File: config.mk
export PLATFORM = sky130hd
export DESIGN_NAME = timer_dev_flat
export DESIGN_NICKNAME = d
export VERILOG_FILES = /design/src/rtl/timer_dev_if.sv /design/src/rtl/timer_dev.sv /design/src/flat_wrapper.sv
export SDC_FILE = /design/constraint.sdc
export NUM_CORES = 1
export LEC_CHECK = 0
export BUFFER_PORTS_ARGS = -buffer_cell sky130_fd_sc_hd__buf_2
export CORE_MARGIN = 1
export CORE_UTILIZATION = 61
export CTS_CLUSTER_SIZE = 24
export DETAILED_ROUTE_END_ITERATION = 6
export GPL_TIMING_DRIVEN = 0
export HOLD_SLACK_MARGIN = 0.06
export PLACE_DENSITY = 0.86
export SYNTH_ARGS = -nofsm -noshare
export SYNTH_HDL_FRONTEND = slang
export SYNTH_SLANG_ARGS = --single-unit
File: constraint.sdc
create_clock -name clk -period 5.72 [get_ports clk]
set_clock_uncertainty 0.1 [all_clocks]
set_input_delay 0.286 -clock clk [delete_from_list [all_inputs] [get_ports clk]]
set_output_delay 0.286 -clock clk [all_outputs]
set_load 0.02 [all_outputs]
File: src/rtl/timer_dev_if.sv
// timer_dev_if -- CPU-side register bus for timer_dev.
//   sel   : chip select from the system bridge
//   addr  : word offset within the 16-byte window (CPU addr[3:2])
//   we    : write strobe, effective only with sel
//   wdata : 32-bit write data
//   rdata : combinational read data for addr
//   irq   : interrupt request
interface timer_dev_if;
  logic        sel;
  logic [1:0]  addr;
  logic        we;
  logic [31:0] wdata;
  logic [31:0] rdata;
  logic        irq;

  modport master (output sel, addr, we, wdata, input rdata, irq);
  modport slave  (input sel, addr, we, wdata, output rdata, irq);
endinterface

File: src/rtl/timer_dev.sv
// timer_dev -- memory-mapped down-counting timer with one-shot and
// auto-reload modes and a maskable interrupt.
//   clk   : sole clock, rising edge
//   reset : synchronous, active-low
//   bus   : timer_dev_if slave (sel/addr/we/wdata in, rdata/irq out)
// Register map: 0 CTRL {IM,Mode[1:0],Enable}, 1 PRESET, 2 COUNT (RO),
// 3 reserved (reads 0).
module timer_dev (
  input  logic        clk,
  input  logic        reset,
  timer_dev_if.slave  bus
);

  typedef enum logic [1:0] {IDLE, LOAD, CNT, INT} state_t;

  state_t      r_state, w_nxt_state;
  logic        r_en, w_nxt_en;
  logic [1:0]  r_mode, w_nxt_mode;
  logic        r_im, w_nxt_im;
  logic [31:0] r_preset, w_nxt_preset;
  logic [31:0] r_count, w_nxt_count;
  logic        r_sticky, w_nxt_sticky;

  logic        w_wr_ctrl, w_wr_preset, w_autoreload;

  assign w_wr_ctrl    = bus.sel && bus.we && (bus.addr == 2'd0);
  assign w_wr_preset  = bus.sel && bus.we && (bus.addr == 2'd1);
  // Mode codes 10/11 fall back to one-shot behaviour.
  assign w_autoreload = (r_mode == 2'b01);

  always_ff @(posedge clk) begin
    if (!reset) begin
      r_state  <= IDLE;
      r_en     <= 1'b0;
      r_mode   <= 2'b00;
      r_im     <= 1'b0;
      r_preset <= '0;
      r_count  <= '0;
      r_sticky <= 1'b0;
    end else begin
      r_state  <= w_nxt_state;
      r_en     <= w_nxt_en;
      r_mode   <= w_nxt_mode;
      r_im     <= w_nxt_im;
      r_preset <= w_nxt_preset;
      r_count  <= w_nxt_count;
      r_sticky <= w_nxt_sticky;
    end
  end

  always_comb begin
    w_nxt_state  = r_state;
    w_nxt_en     = r_en;
    w_nxt_mode   = r_mode;
    w_nxt_im     = r_im;
    w_nxt_preset = r_preset;
    w_nxt_count  = r_count;
    w_nxt_sticky = r_sticky;

    case (r_state)
      IDLE: if (r_en) w_nxt_state = LOAD;
      LOAD: begin
        w_nxt_count = r_preset;
        w_nxt_state = CNT;
      end
      CNT: begin
        if (!r_en) begin
          w_nxt_state = IDLE;
        end else if (r_count > 32'd1) begin
          w_nxt_count = r_count - 32'd1;
        end else begin
          // Expire at 1 (or 0 for PRESET=0); never wrap below zero.
          w_nxt_count = '0;
          w_nxt_state = INT;
        end
      end
      INT: begin
        if (w_autoreload) begin
          w_nxt_state = LOAD;
        end else begin
          w_nxt_en     = 1'b0;
          w_nxt_sticky = 1'b1;
          w_nxt_state  = IDLE;
        end
      end
      default: w_nxt_state = IDLE;
    endcase

    // CPU writes are applied last so they override the FSM's own updates
    // to Enable and the sticky flag in the same cycle.
    if (w_wr_ctrl) begin
      w_nxt_en   = bus.wdata[0];
      w_nxt_mode = bus.wdata[2:1];
      w_nxt_im   = bus.wdata[3];
    end
    if (w_wr_preset) w_nxt_preset = bus.wdata;
    if (w_wr_ctrl || w_wr_preset) w_nxt_sticky = 1'b0;
  end

  always_comb begin
    bus.rdata = '0;
    case (bus.addr)
      2'd0:    bus.rdata = {28'd0, r_im, r_mode, r_en};
      2'd1:    bus.rdata = r_preset;
      2'd2:    bus.rdata = r_count;
      default: bus.rdata = '0;
    endcase
  end

  assign bus.irq = r_im && ((r_state == INT) || r_sticky);

endmodule

File: src/flat_wrapper.sv
// flat-port wrapper written by rule: the top's interface ports become plain ports
module timer_dev_flat 
  (clk, reset, bus_sel, bus_addr, bus_we, bus_wdata, bus_rdata, bus_irq);
  timer_dev_if bus_i ();
  input  logic clk;
  input  logic reset;
  input wire logic [$bits(bus_i.sel)-1:0] bus_sel;
  input wire logic [$bits(bus_i.addr)-1:0] bus_addr;
  input wire logic [$bits(bus_i.we)-1:0] bus_we;
  input wire logic [$bits(bus_i.wdata)-1:0] bus_wdata;
  output wire logic [$bits(bus_i.rdata)-1:0] bus_rdata;
  output wire logic [$bits(bus_i.irq)-1:0] bus_irq;
  assign bus_i.sel = bus_sel;
  assign bus_i.addr = bus_addr;
  assign bus_i.we = bus_we;
  assign bus_i.wdata = bus_wdata;
  assign bus_rdata = bus_i.rdata;
  assign bus_irq = bus_i.irq;
  timer_dev u_core (.clk(clk), .reset(reset), .bus(bus_i));
endmodule
==> impl_metrics.py, run 1 <==
metrics = {
    "outcome": {
        "status": "finished, violations left",
        "violations": "DRC",
    },
    "routing": {
        "antenna_left": 0,
        "first_pass_iters": 7,
        "vias": 4983,
        "drt_iter0_drc": 775,
        "totalWireLength_um": 15600,
        "post_drt_wl_per_cell_um": 22.6,
        "drc": 7,
        "viasPerCell": 7.20,
    },
    "timing": {
        "fin_ws_ps": 2520,
        "fmax_ghz": 0.312,
        "setup_violations": 0,
        "relSlewSlack_pct": 37.2,
        "worstMarginPinSlew_ps": 933,
        "final.setup.tns_ps": 0,
        "min_period_ps": 3200,
        "finalMaxSlewViolations": 0,
        "finalHoldViolations": 0,
        "rsz0062_at_grt": "false",
        "fin_crit_sh_pct": 56.0,
    },
    "setup_path": {
        "slowest_delay_ps": 650,
        "r2r_slack_ps": 2520,
        "critical_path_class": "reg2reg",
        "crit_path_cell_trace": "clkbuf_1 -> nor2b_1 -> clkbuf_1 -> nor2_1 -> clkbuf_1 -> clkbuf_1 -> nand2_1 -> a31oi_1",
        "cpMaxStageDelayCell": "nor2_1",
        "critPathMaxFanout": 10,
        "crit_path_frequent_cell": "clkbuf_1",
        "required_ps": 5890,
        "endpoint_kind": "flip-flop",
        "r2r-start": "u_core.r_state[1]",
        "worstPathArrival_ps": 3370,
        "crit-reg2reg-capture": "u_core.r_count[16]",
        "crit_buf_inv": 4,
        "reg2regPathDepth": 8,
        "startpoint_type": "flip-flop",
        "cpLargestDelayFamily": "buffers and inverters",
    },
    "placement": {
        "hpwl_um": 10800,
        "dp.cells": 677,
        "place_congestion": 0.976,
        "port-buffer-count": 69,
        "dp_slack_ps": 2760,
    },
    "die": {
        "die_x_um": 83.7,
        "start_util_pct": 63.7,
        "rows": 29,
        "die_y_um": 83.7,
        "dieArea_sq_um": 7000,
        "coreArea_sq_um": 6390,
        "io_pins": 71,
    },
    "global_routing": {
        "antenna_found_initial": 0,
        "grt_start_max_net_pins": 13,
        "grt.total_usage_pct": 43.8,
        "grt_pass1_wl_um": 23700,
        "gr-total-overflow": 0,
        "grt_pass1_vias": 4626,
    },
    "synthesis": {
        "yosysUniqueCellTypes": 60,
        "synthCells": 531,
        "synth_edf_count": 0,
        "synth-main-ff-cell": "dfxtp_1",
        "synthesis.area_sq_um": 4070,
        "yosysSeqAreaShare_pct": 34.9,
        "synth_nets": 571,
        "synthArstFlopShare_pct": 0,
        "syn_avg_cell_area_sq_um": 7.66,
        "ys_warn_count": 0,
        "synth-seq-cells": 71,
    },
    "finish": {
        "drive_gt1_share_pct": 16.6,
        "antenna_cells": 0,
        "final_util_pct": 74.3,
        "stdcell_count": 692,
        "final_nets": 651,
        "area_growth_pct": 16.6,
    },
    "cts": {
        "clock_latency_ps": 350,
        "cts_tree": "done",
        "cts_resized": 0,
        "clkTransAtPathRegs_ps": 80,
        "clock_sinks": 71,
        "htreeDepth": 3,
        "clockBufferDepth": 2,
        "cts_setup_buffers": 0,
        "numCtsBuffers": 9,
        "ctsHoldBuffers": 0,
        "cts_root_buffer": "clkbuf_8",
    },
    "flow_run": {
        "drv_cap": 0,
    },
    "min_path": {
        "hp-class": "in2reg",
        "hold_start": "bus_wdata[16]",
        "holdPathEnd": "u_core.r_preset[16]",
        "worstHoldPathCells": 3,
    },
    "pwr": {
        "ir_worst_vdd_v": 0.000218,
        "power.density_nw_per_um2": 238,
        "p_leak_nw": 1.84,
        "power_w": 0.00113,
    },
}
## stage by stage
| stage | hold WS, ps | cell area (sq um) |
|---|---|---|
| 2_1_floorplan | 322 | 4070 |
| 3_3_place_gp | 337 | 4510 |
| 3_5_place_dp | 348 | 4510 |
| 4_1_cts | 67.9 | 4740 |
| 5_1_grt | 72.6 | 4740 |
| 6_report | 70.2 | 4740 |
## flip-flops by register name, summed over array words and instances (netlist names)
| name | flops |
|---|---|
| u_core.r_count | 32 |
| u_core.r_en | 1 |
| u_core.r_state | 2 |
| u_core.r_sticky | 1 |
| u_core.r_preset | 32 |
| u_core.r_im | 1 |
| u_core.r_mode | 2 |
## worst reg2reg max path: cells and delay by family, from the launching register on
| family | cells | cell delay (ps) |
|---|---|---|
| DFF | 1 | 310 |
| AOI/OAI and AO/OA | 1 | 200 |
| buffers and inverters | 4 | 1670 |
| and+or+nand+nor | 3 | 850 |
## routing by layer
| metal | vias to the layer above | share of wire [%] | global-route usage (%) |
|---|---|---|---|
| met1 | 2234 | 36 | 55.7 |
| met5 | - | 0 | 0 |
| li1 | 2152 | - | - |
| met4 | 0 | 6.6 | 25.4 |
| met3 | 120 | 17 | 14.2 |
| met2 | 477 | 41 | 64.8 |
## synthesized netlist by cell type (3+ instances only)
cell       n  area share (%)
nand2_1   90             8.3
dfxtp_1   71              35
a21oi_1   51             6.3
clkbuf_1  37             3.4
a22o_1    28             6.0
nor2_1    28             2.6
nand3_1   26             3.2
a31oi_1   22             3.4
nor4_1    13             2.0
o21ai_0   13             1.6
nand4_1   12             1.8
a32oi_1    9             1.9
nor3_1     9             1.1
inv_1      8            0.74
mux2i_1    8             2.0
o211ai_1   6             1.1
and3_1     5            0.77
nand3b_1   5            0.92
o21a_1     5            0.92
o22ai_1    5            0.77
or3_1      5            0.77
a211oi_1   4            0.74
or4_1      4            0.74
a21o_1     3            0.55
a221oi_1   3            0.65
a22oi_1    3            0.55
and2_1     3            0.46
buf_1      3            0.28
buf_6      3            0.83
nand2b_1   3            0.46
nor2b_1    3            0.46
o311ai_0   3            0.65
or2_2      3            0.46
## cells by family (layout without fill, tap and decap cells)
kind of cell,after synthesis,after routing,synth area share (%)
multiplexers,9,9,2.25
AO/OA/AOI/OAI,168,168,27.9
adder cells (fa/ha/maj),2,2,0.615
buffers and inverters,57,141,6.52
flip-flops,71,71,34.9
AND/OR/NAND/NOR,224,224,27.8
## report_power, final
group          switching, W  leakage (nW)  internal, W
clock              0.000207         0.117     0.000289
combinational     0.0000861          1.15    0.0000394
sequential       0.00000892         0.573     0.000500
total              0.000302          1.84     0.000829
## worst max-delay path by stage
stage | startpoint | depth (start not counted) | to
2_1_floorplan | u_core.r_count[2] | 7 | u_core.r_count[21]
3_3_place_gp | u_core.r_state[1] | 8 | u_core.r_count[2]
3_5_place_dp | u_core.r_state[1] | 8 | u_core.r_count[2]
4_1_cts | u_core.r_state[1] | 8 | u_core.r_count[5]
5_1_grt | u_core.r_state[1] | 8 | u_core.r_count[16]
6_report | u_core.r_state[1] | 8 | u_core.r_count[16]
## layout by cell type (no fill, tap or decap), types with 6 or more instances in the layout
master / Yosys / layout
nor3_1: 9 / 9
nor2_1: 28 / 28
nand3_1: 26 / 26
clkbuf_1: 37 / 38
inv_1: 8 / 8
nor4_1: 13 / 13
dfxtp_1: 71 / 71
o21ai_0: 13 / 13
nand2_1: 90 / 90
buf_2: 2 / 71
a32oi_1: 9 / 9
nand4_1: 12 / 12
o211ai_1: 6 / 6
a22o_1: 28 / 28
a21oi_1: 51 / 51
clkbuf_8: 2 / 11
a31oi_1: 22 / 22
mux2i_1: 8 / 8
## area by class of cell
cell class	instances	area (sq um)
Clock buffer	10	128
Timing Repair Buffer	69	345
Fill cell	484	1640
Multi-Input combinational cell	403	2380
Inverter	9	33.8
Clock inverter	5	108
Tap cell	77	96.3
Sequential cell	71	1420
Buffer	48	231
(Power assumes the default switching activity.)
==> inputs of run 2 (changes only) <==
- CORE_UTILIZATION: 61 -> 51
- PLACE_DENSITY: 0.86 -> 0.77
- clock period: 5.72 -> 2.8 ns (I/O delays scaled with it)
==> run 2 against run 1 <==
Against the previous run:
- total power up 92%
- worst hold slack worse by 2.4 ps
- wire length up 7.2%
- non-clock buffer count up 36
- the run now ends clean
- critical endpoint is now u_core.r_count[4]
- setup slack worse by 2500 ps
- fmax up 16%
- sequential power up 100%
- sequential share of layout area down 2.1 points
- highest routed layer unchanged
==> impl_metrics.py, run 2 (synthesized netlist as in run 1, its figures left out) <==
metrics = {
    "setup_path": {
        "critical_path_class": "reg2reg",
        "crit_path_cell_trace": "buf_6 -> or4_1 -> nor4_2 -> nand4_1 -> buf_4 -> clkbuf_2 -> a32oi_1 -> a31oi_1",
        "cpMaxStageDelayCell": "or4_1",
        "cpLargestDelayFamily": "simple AND/OR/NAND/NOR gates",
        "endpoint_kind": "flip-flop",
        "critPathMaxFanout": 10,
        "slowest_delay_ps": 660,
        "startpoint_type": "flip-flop",
        "worstPathArrival_ps": 2870,
        "crit_buf_inv": 3,
        "required_ps": 2920,
    },
    "cts": {
        "numCtsBuffers": 9,
        "cts_tree": "done",
        "clock_sinks": 71,
        "clockBufferDepth": 2,
        "clkTransAtPathRegs_ps": 90,
        "htreeDepth": 3,
        "clock_latency_ps": 370,
        "cts_root_buffer": "clkbuf_8",
    },
    "placement": {
        "dpl-instance-area_sq_um": 4540,
        "dp_slack_ps": -245,
        "port-buffer-count": 69,
        "hpwl_um": 11300,
        "place_congestion": 0.986,
    },
    "timing": {
        "relSlewSlack_pct": 47.8,
        "finalHoldViolations": 0,
        "min_period_ps": 2750,
        "fin_ws_ps": 49.0,
        "worstMarginPinSlew_ps": 777,
        "rsz0062_at_grt": "false",
        "setup_violations": 0,
        "fin_crit_sh_pct": 98.2,
        "finalMaxSlewViolations": 0,
        "fmax_ghz": 0.364,
    },
    "routing": {
        "post_drt_wl_per_cell_um": 22.2,
        "totalWireLength_um": 16800,
        "first_pass_iters": 6,
        "antenna_left": 0,
        "vias": 4980,
        "viasPerCell": 6.60,
        "drt_iter0_drc": 617,
        "drc": 0,
    },
    "global_routing": {
        "grt_pass1_vias": 4641,
        "grt_pass1_wl_um": 25400,
        "grt.total_usage_pct": 40.7,
        "grt_start_max_net_pins": 15,
        "gr-total-overflow": 0,
        "antenna_found_initial": 0,
    },
    "pwr": {
        "power.density_nw_per_um2": 426,
        "p_leak_nw": 1.99,
        "ir_worst_vdd_v": 0.000318,
    },
    "flow_run": {
        "drv_cap": 0,
    },
    "finish": {
        "final_nets": 687,
        "layout_commonest_cell": "nand2_1",
        "final_design_area_no_fill_sq_um": 5100,
        "area_growth_pct": 25.5,
        "antenna_cells": 0,
        "layout_common_cells": "nand2_1 (90), buf_2 (71), dfxtp_1 (71)",
        "reg_top3": "u_core.r_count (32), u_core.r_preset (32)",
        "drive_gt1_share_pct": 17.6,
    },
    "die": {
        "coreArea_sq_um": 7730,
        "die_x_um": 91.3,
        "start_util_pct": 52.6,
        "die_y_um": 91.3,
        "dieArea_sq_um": 8340,
        "io_pins": 71,
        "rows": 32,
    },
    "min_path": {
        "hp-class": "in2reg",
    },
    "outcome": {
        "status": "finished, final reports clean",
    },
}
==> run 2: changes by cell type in the layout (fill, tap and decap cells not counted), sizes merged <==
cell / change
clkinvlp: +1
buf: +2
bufinv: -3
clkinv: +1
clkbuf: +1
dlygate4sd3: +33
inv: +2
==> run 2: final timing paths <==
kind	start	endpoint	slack [ps]	cells past startpoint
worst max-delay path	u_core.r_count[5]	u_core.r_count[4]	50	8
worst min-delay path	bus_we	u_core.r_sticky	70	4
worst max register to register	u_core.r_count[5]	u_core.r_count[4]	50	8
worst min register to register	u_core.r_sticky	u_core.r_sticky	360	2
==> run 2: worst min-delay path, stage by stage <==
cell	delay (ps)
buf_2	110
nand2_1	70
o21ai_0	70
a21oi_1	100
==> run 2: cell type report <==
| class | instances | area (sq um) |
|---|---|---|
| well taps | 102 | 128 |
| clock inverters | 6 | 51.3 |
| clock buffers | 10 | 138 |
| plain buffers | 48 | 238 |
| repair buffers | 105 | 698 |
| multi-input cells | 403 | 2400 |
| fillers | 665 | 2620 |
| inverters | 9 | 33.8 |
| flip-flops and latches | 71 | 1420 |
==> run 2: what timing repair did <==
item                                    CTS  global route
resized for setup                         2            10
hold buffers                             33             0
pin swaps                                 1             0
setup buffers                             3             0
endpoints found under the setup margin   25            27
endpoints found under the hold margin    37             0
==> run 2: per-layer routing <==
metal / track usage (%) / share of wire (%)
met4: 22.2 / 4.3
met3: 10.9 / 13
met1: 53.0 / 39
met5: 0 / 0
met2: 60.9 / 44
==> run 2: through the flow <==
| stage | power [W] | cells | setup TNS [ps] | util (%) | hold WS, ps |
|---|---|---|---|---|---|
| floorplan | 0.00120 | 531 | 0 | - | 176 |
| global placement | 0.00131 | 702 | -5370 | 58.8 | 280 |
| detailed placement | 0.00131 | 702 | -4240 | 58.8 | 287 |
| CTS | 0.00214 | 754 | 0 | 65.8 | 63.2 |
| global route | 0.00222 | 754 | 0 | 66.1 | 117 |
| finish | 0.00217 | 754 | 0 | 66.1 | 67.7 |
==> run 2: report_power, final <==
part | internal, W | switching (W) | total, W
clock | 0.000357 | 0.000468 | 0.000826
sequential | 0.00102 | 0.0000180 | 0.00104
combinational | 0.000119 | 0.000188 | 0.000307
total | 0.00150 | 0.000674 | 0.00217
==> inputs of run 3 (changes only) <==
- CORE_UTILIZATION: 51 -> 53
- CTS_BUF_LIST: default -> sky130_fd_sc_hd__clkbuf_4
- PLACE_DENSITY: 0.77 -> 0.79
==> run 3 against run 2 <==
Against the previous run:
- first-iteration DRC count up 4.4%
- cell count unchanged
- wire length increased by 0.43%
- final area fell by 0.25%
- register-to-register slack better by 70 ps
- worst hold slack better by 12 ps
- largest power group unchanged
==> impl_metrics.py, run 3 (synthesized netlist as in run 1, its figures left out) <==
metrics = {
    "cts": {
        "cts_tree": "done",
        "numCtsBuffers": 9,
        "cts_root_buffer": "clkbuf_4",
        "clockBufferDepth": 2,
        "clkTransAtPathRegs_ps": 130,
        "htreeDepth": 3,
        "clock_latency_ps": 450,
        "clock_sinks": 71,
    },
    "finish": {
        "layout_commonest_cell": "nand2_1",
        "ff_latch_area_sq_um": 1420,
        "area_growth_pct": 25.2,
        "final_design_area_no_fill_sq_um": 5090,
        "multi_input_area_sq_um": 2410,
        "final_nets": 690,
        "fillers": 608,
        "layout_common_cells": "nand2_1 (90), buf_2 (71), dfxtp_1 (71)",
        "drive_gt1_share_pct": 17.7,
        "final_util_pct": 69.5,
        "antenna_cells": 0,
        "reg_top3": "u_core.r_count (32), u_core.r_preset (32)",
    },
    "setup_path": {
        "critical_path_class": "in2out",
        "r2r-start": "u_core.r_count[24]",
        "crit_path_frequent_cell": "buf_2",
        "crit_path_cell_trace": "dlygate4sd3_1 -> buf_2 -> nor2b_1 -> clkbuf_1 -> buf_1 -> a22o_1 -> buf_2",
        "path_depth": 7,
        "cp-endpoint": "bus_rdata[16]",
        "cpLargestDelayFamily": "buffers and inverters",
        "crit_buf_inv": 5,
        "reg2regPathDepth": 7,
        "worstPathArrival_ps": 2520,
        "endpoint_kind": "output pin",
        "r2r_slack_ps": 120,
        "slowest_delay_ps": 560,
        "required_ps": 2560,
        "cpMaxStageDelayCell": "buf_1",
        "startpoint_type": "input pin",
        "crit_path_start": "bus_addr[0]",
        "critPathMaxFanout": 10,
        "crit-reg2reg-capture": "u_core.r_count[4]",
    },
    "routing": {
        "totalWireLength_um": 16800,
        "drt_iter0_drc": 644,
        "drc": 0,
        "viasPerCell": 6.71,
        "first_pass_iters": 6,
        "vias": 5058,
        "antenna_left": 0,
        "post_drt_wl_per_cell_um": 22.3,
    },
    "die": {
        "rows": 31,
        "die_x_um": 89.6,
        "die_y_um": 89.6,
        "dieArea_sq_um": 8030,
        "coreArea_sq_um": 7330,
        "start_util_pct": 55.5,
        "io_pins": 71,
    },
    "pwr": {
        "ir_worst_vdd_v": 0.000410,
        "power.density_nw_per_um2": 406,
        "p_leak_nw": 1.98,
    },
    "placement": {
        "place_congestion": 0.960,
        "port-buffer-count": 69,
        "dpl-instance-area_sq_um": 4540,
        "dp_slack_ps": -166,
        "hpwl_um": 11000,
    },
    "global_routing": {
        "grt.total_usage_pct": 42.6,
        "grt_start_max_net_pins": 14,
        "grt_pass1_wl_um": 24900,
        "gr-total-overflow": 0,
        "antenna_found_initial": 0,
        "grt_pass1_vias": 4669,
    },
    "timing": {
        "worstMarginPinSlew_ps": 805,
        "fmax_ghz": 0.363,
        "worst_hold_slack_ps": 79.9,
        "fin_crit_sh_pct": 98.5,
        "fin_ws_ps": 42.0,
        "finalMaxSlewViolations": 0,
        "min_period_ps": 2760,
        "relSlewSlack_pct": 46.0,
        "rsz0062_at_grt": "false",
        "finalHoldViolations": 0,
        "setup_violations": 0,
        "final.setup.tns_ps": 0,
    },
    "flow_run": {
        "drv_cap": 0,
    },
    "min_path": {
        "hp-class": "in2reg",
    },
    "outcome": {
        "status": "finished, final reports clean",
    },
}
==> run 3: cell types whose count changed in the layout (fill, tap and decap cells not counted), moves of 2 or more <==
| cell | previous run | this run |
|---|---|---|
| clkbuf_1 | 33 | 35 |
| clkbuf_8 | 12 | 2 |
| clkbuf_2 | 5 | 3 |
| dlygate4sd3_1 | 34 | 37 |
| or4_4 | 2 | 4 |
| or4_1 | 4 | 2 |
| clkbuf_4 | 0 | 10 |
==> run 3: final cells by class <==
cell class              instances  share of cell area [%]
repair buffers                108                    14.3
well taps                      99                    2.43
clock inverters                 6                    1.35
flip-flops and latches         71                    27.9
clock buffers                  10                    1.47
plain buffers                  48                    4.62
inverters                       9                   0.663
multi-input cells             403                    47.2
==> run 3: worst min path at each step <==
| stage | start | end | slack (ps) | cells past startpoint |
|---|---|---|---|---|
| after detailed placement | bus_wdata[18] | u_core.r_preset[18] | 290 | 3 |
| after global routing | bus_sel | u_core.r_en | 140 | 5 |
| after floorplan | bus_wdata[27] | u_core.r_preset[27] | 180 | 2 |
| after global placement | bus_wdata[27] | u_core.r_preset[27] | 280 | 3 |
| after CTS | bus_sel | u_core.r_en | 80 | 5 |
| final | bus_addr[1] | u_core.r_sticky | 80 | 3 |
==> run 3: per-layer routing <==
metal  share of wire [%]  vias up  GRT usage, %  wire length (um)
li1                    -     2231             -                 -
met1                  38     2336          55.6              6400
met2                  44      399          65.5              7380
met3                  13       92          9.60              2170
met4                 5.3        0          23.2               891
met5                   0        -             0                 0
==> run 3: power by group <==
| part | leakage [nW] | internal, W | switching (W) |
|---|---|---|---|
| Sequential | 0.573 | 0.00102 | 0.0000178 |
| Clock | 0.0770 | 0.000287 | 0.000428 |
| Combinational | 1.33 | 0.000121 | 0.000187 |
==> run 3: worst reg2reg max path, cell delays in order (launching register included) <==
cell and delay, ps:
dfxtp_1 320, clkbuf_1 220, or4_4 620, nor4_2 320, nand4_1 210, clkbuf_1 360, a32oi_1 310, a31oi_1 110
==> run 3: repair_timing <==
item | in CTS | in global routing
pin swaps | 1 | 0
endpoints found under the setup margin | 22 | 18
endpoints found under the hold margin | 40 | 0
setup buffers | 3 | 0
gates resized for setup | 2 | 8
hold buffers | 36 | 0
==> run 3: stage by stage <==
stage	power, W	std cells
after floorplan	0.00120	531
after global placement	0.00130	699
after detailed placement	0.00130	699
after CTS	0.00202	754
after global routing	0.00210	754
final	0.00207	754
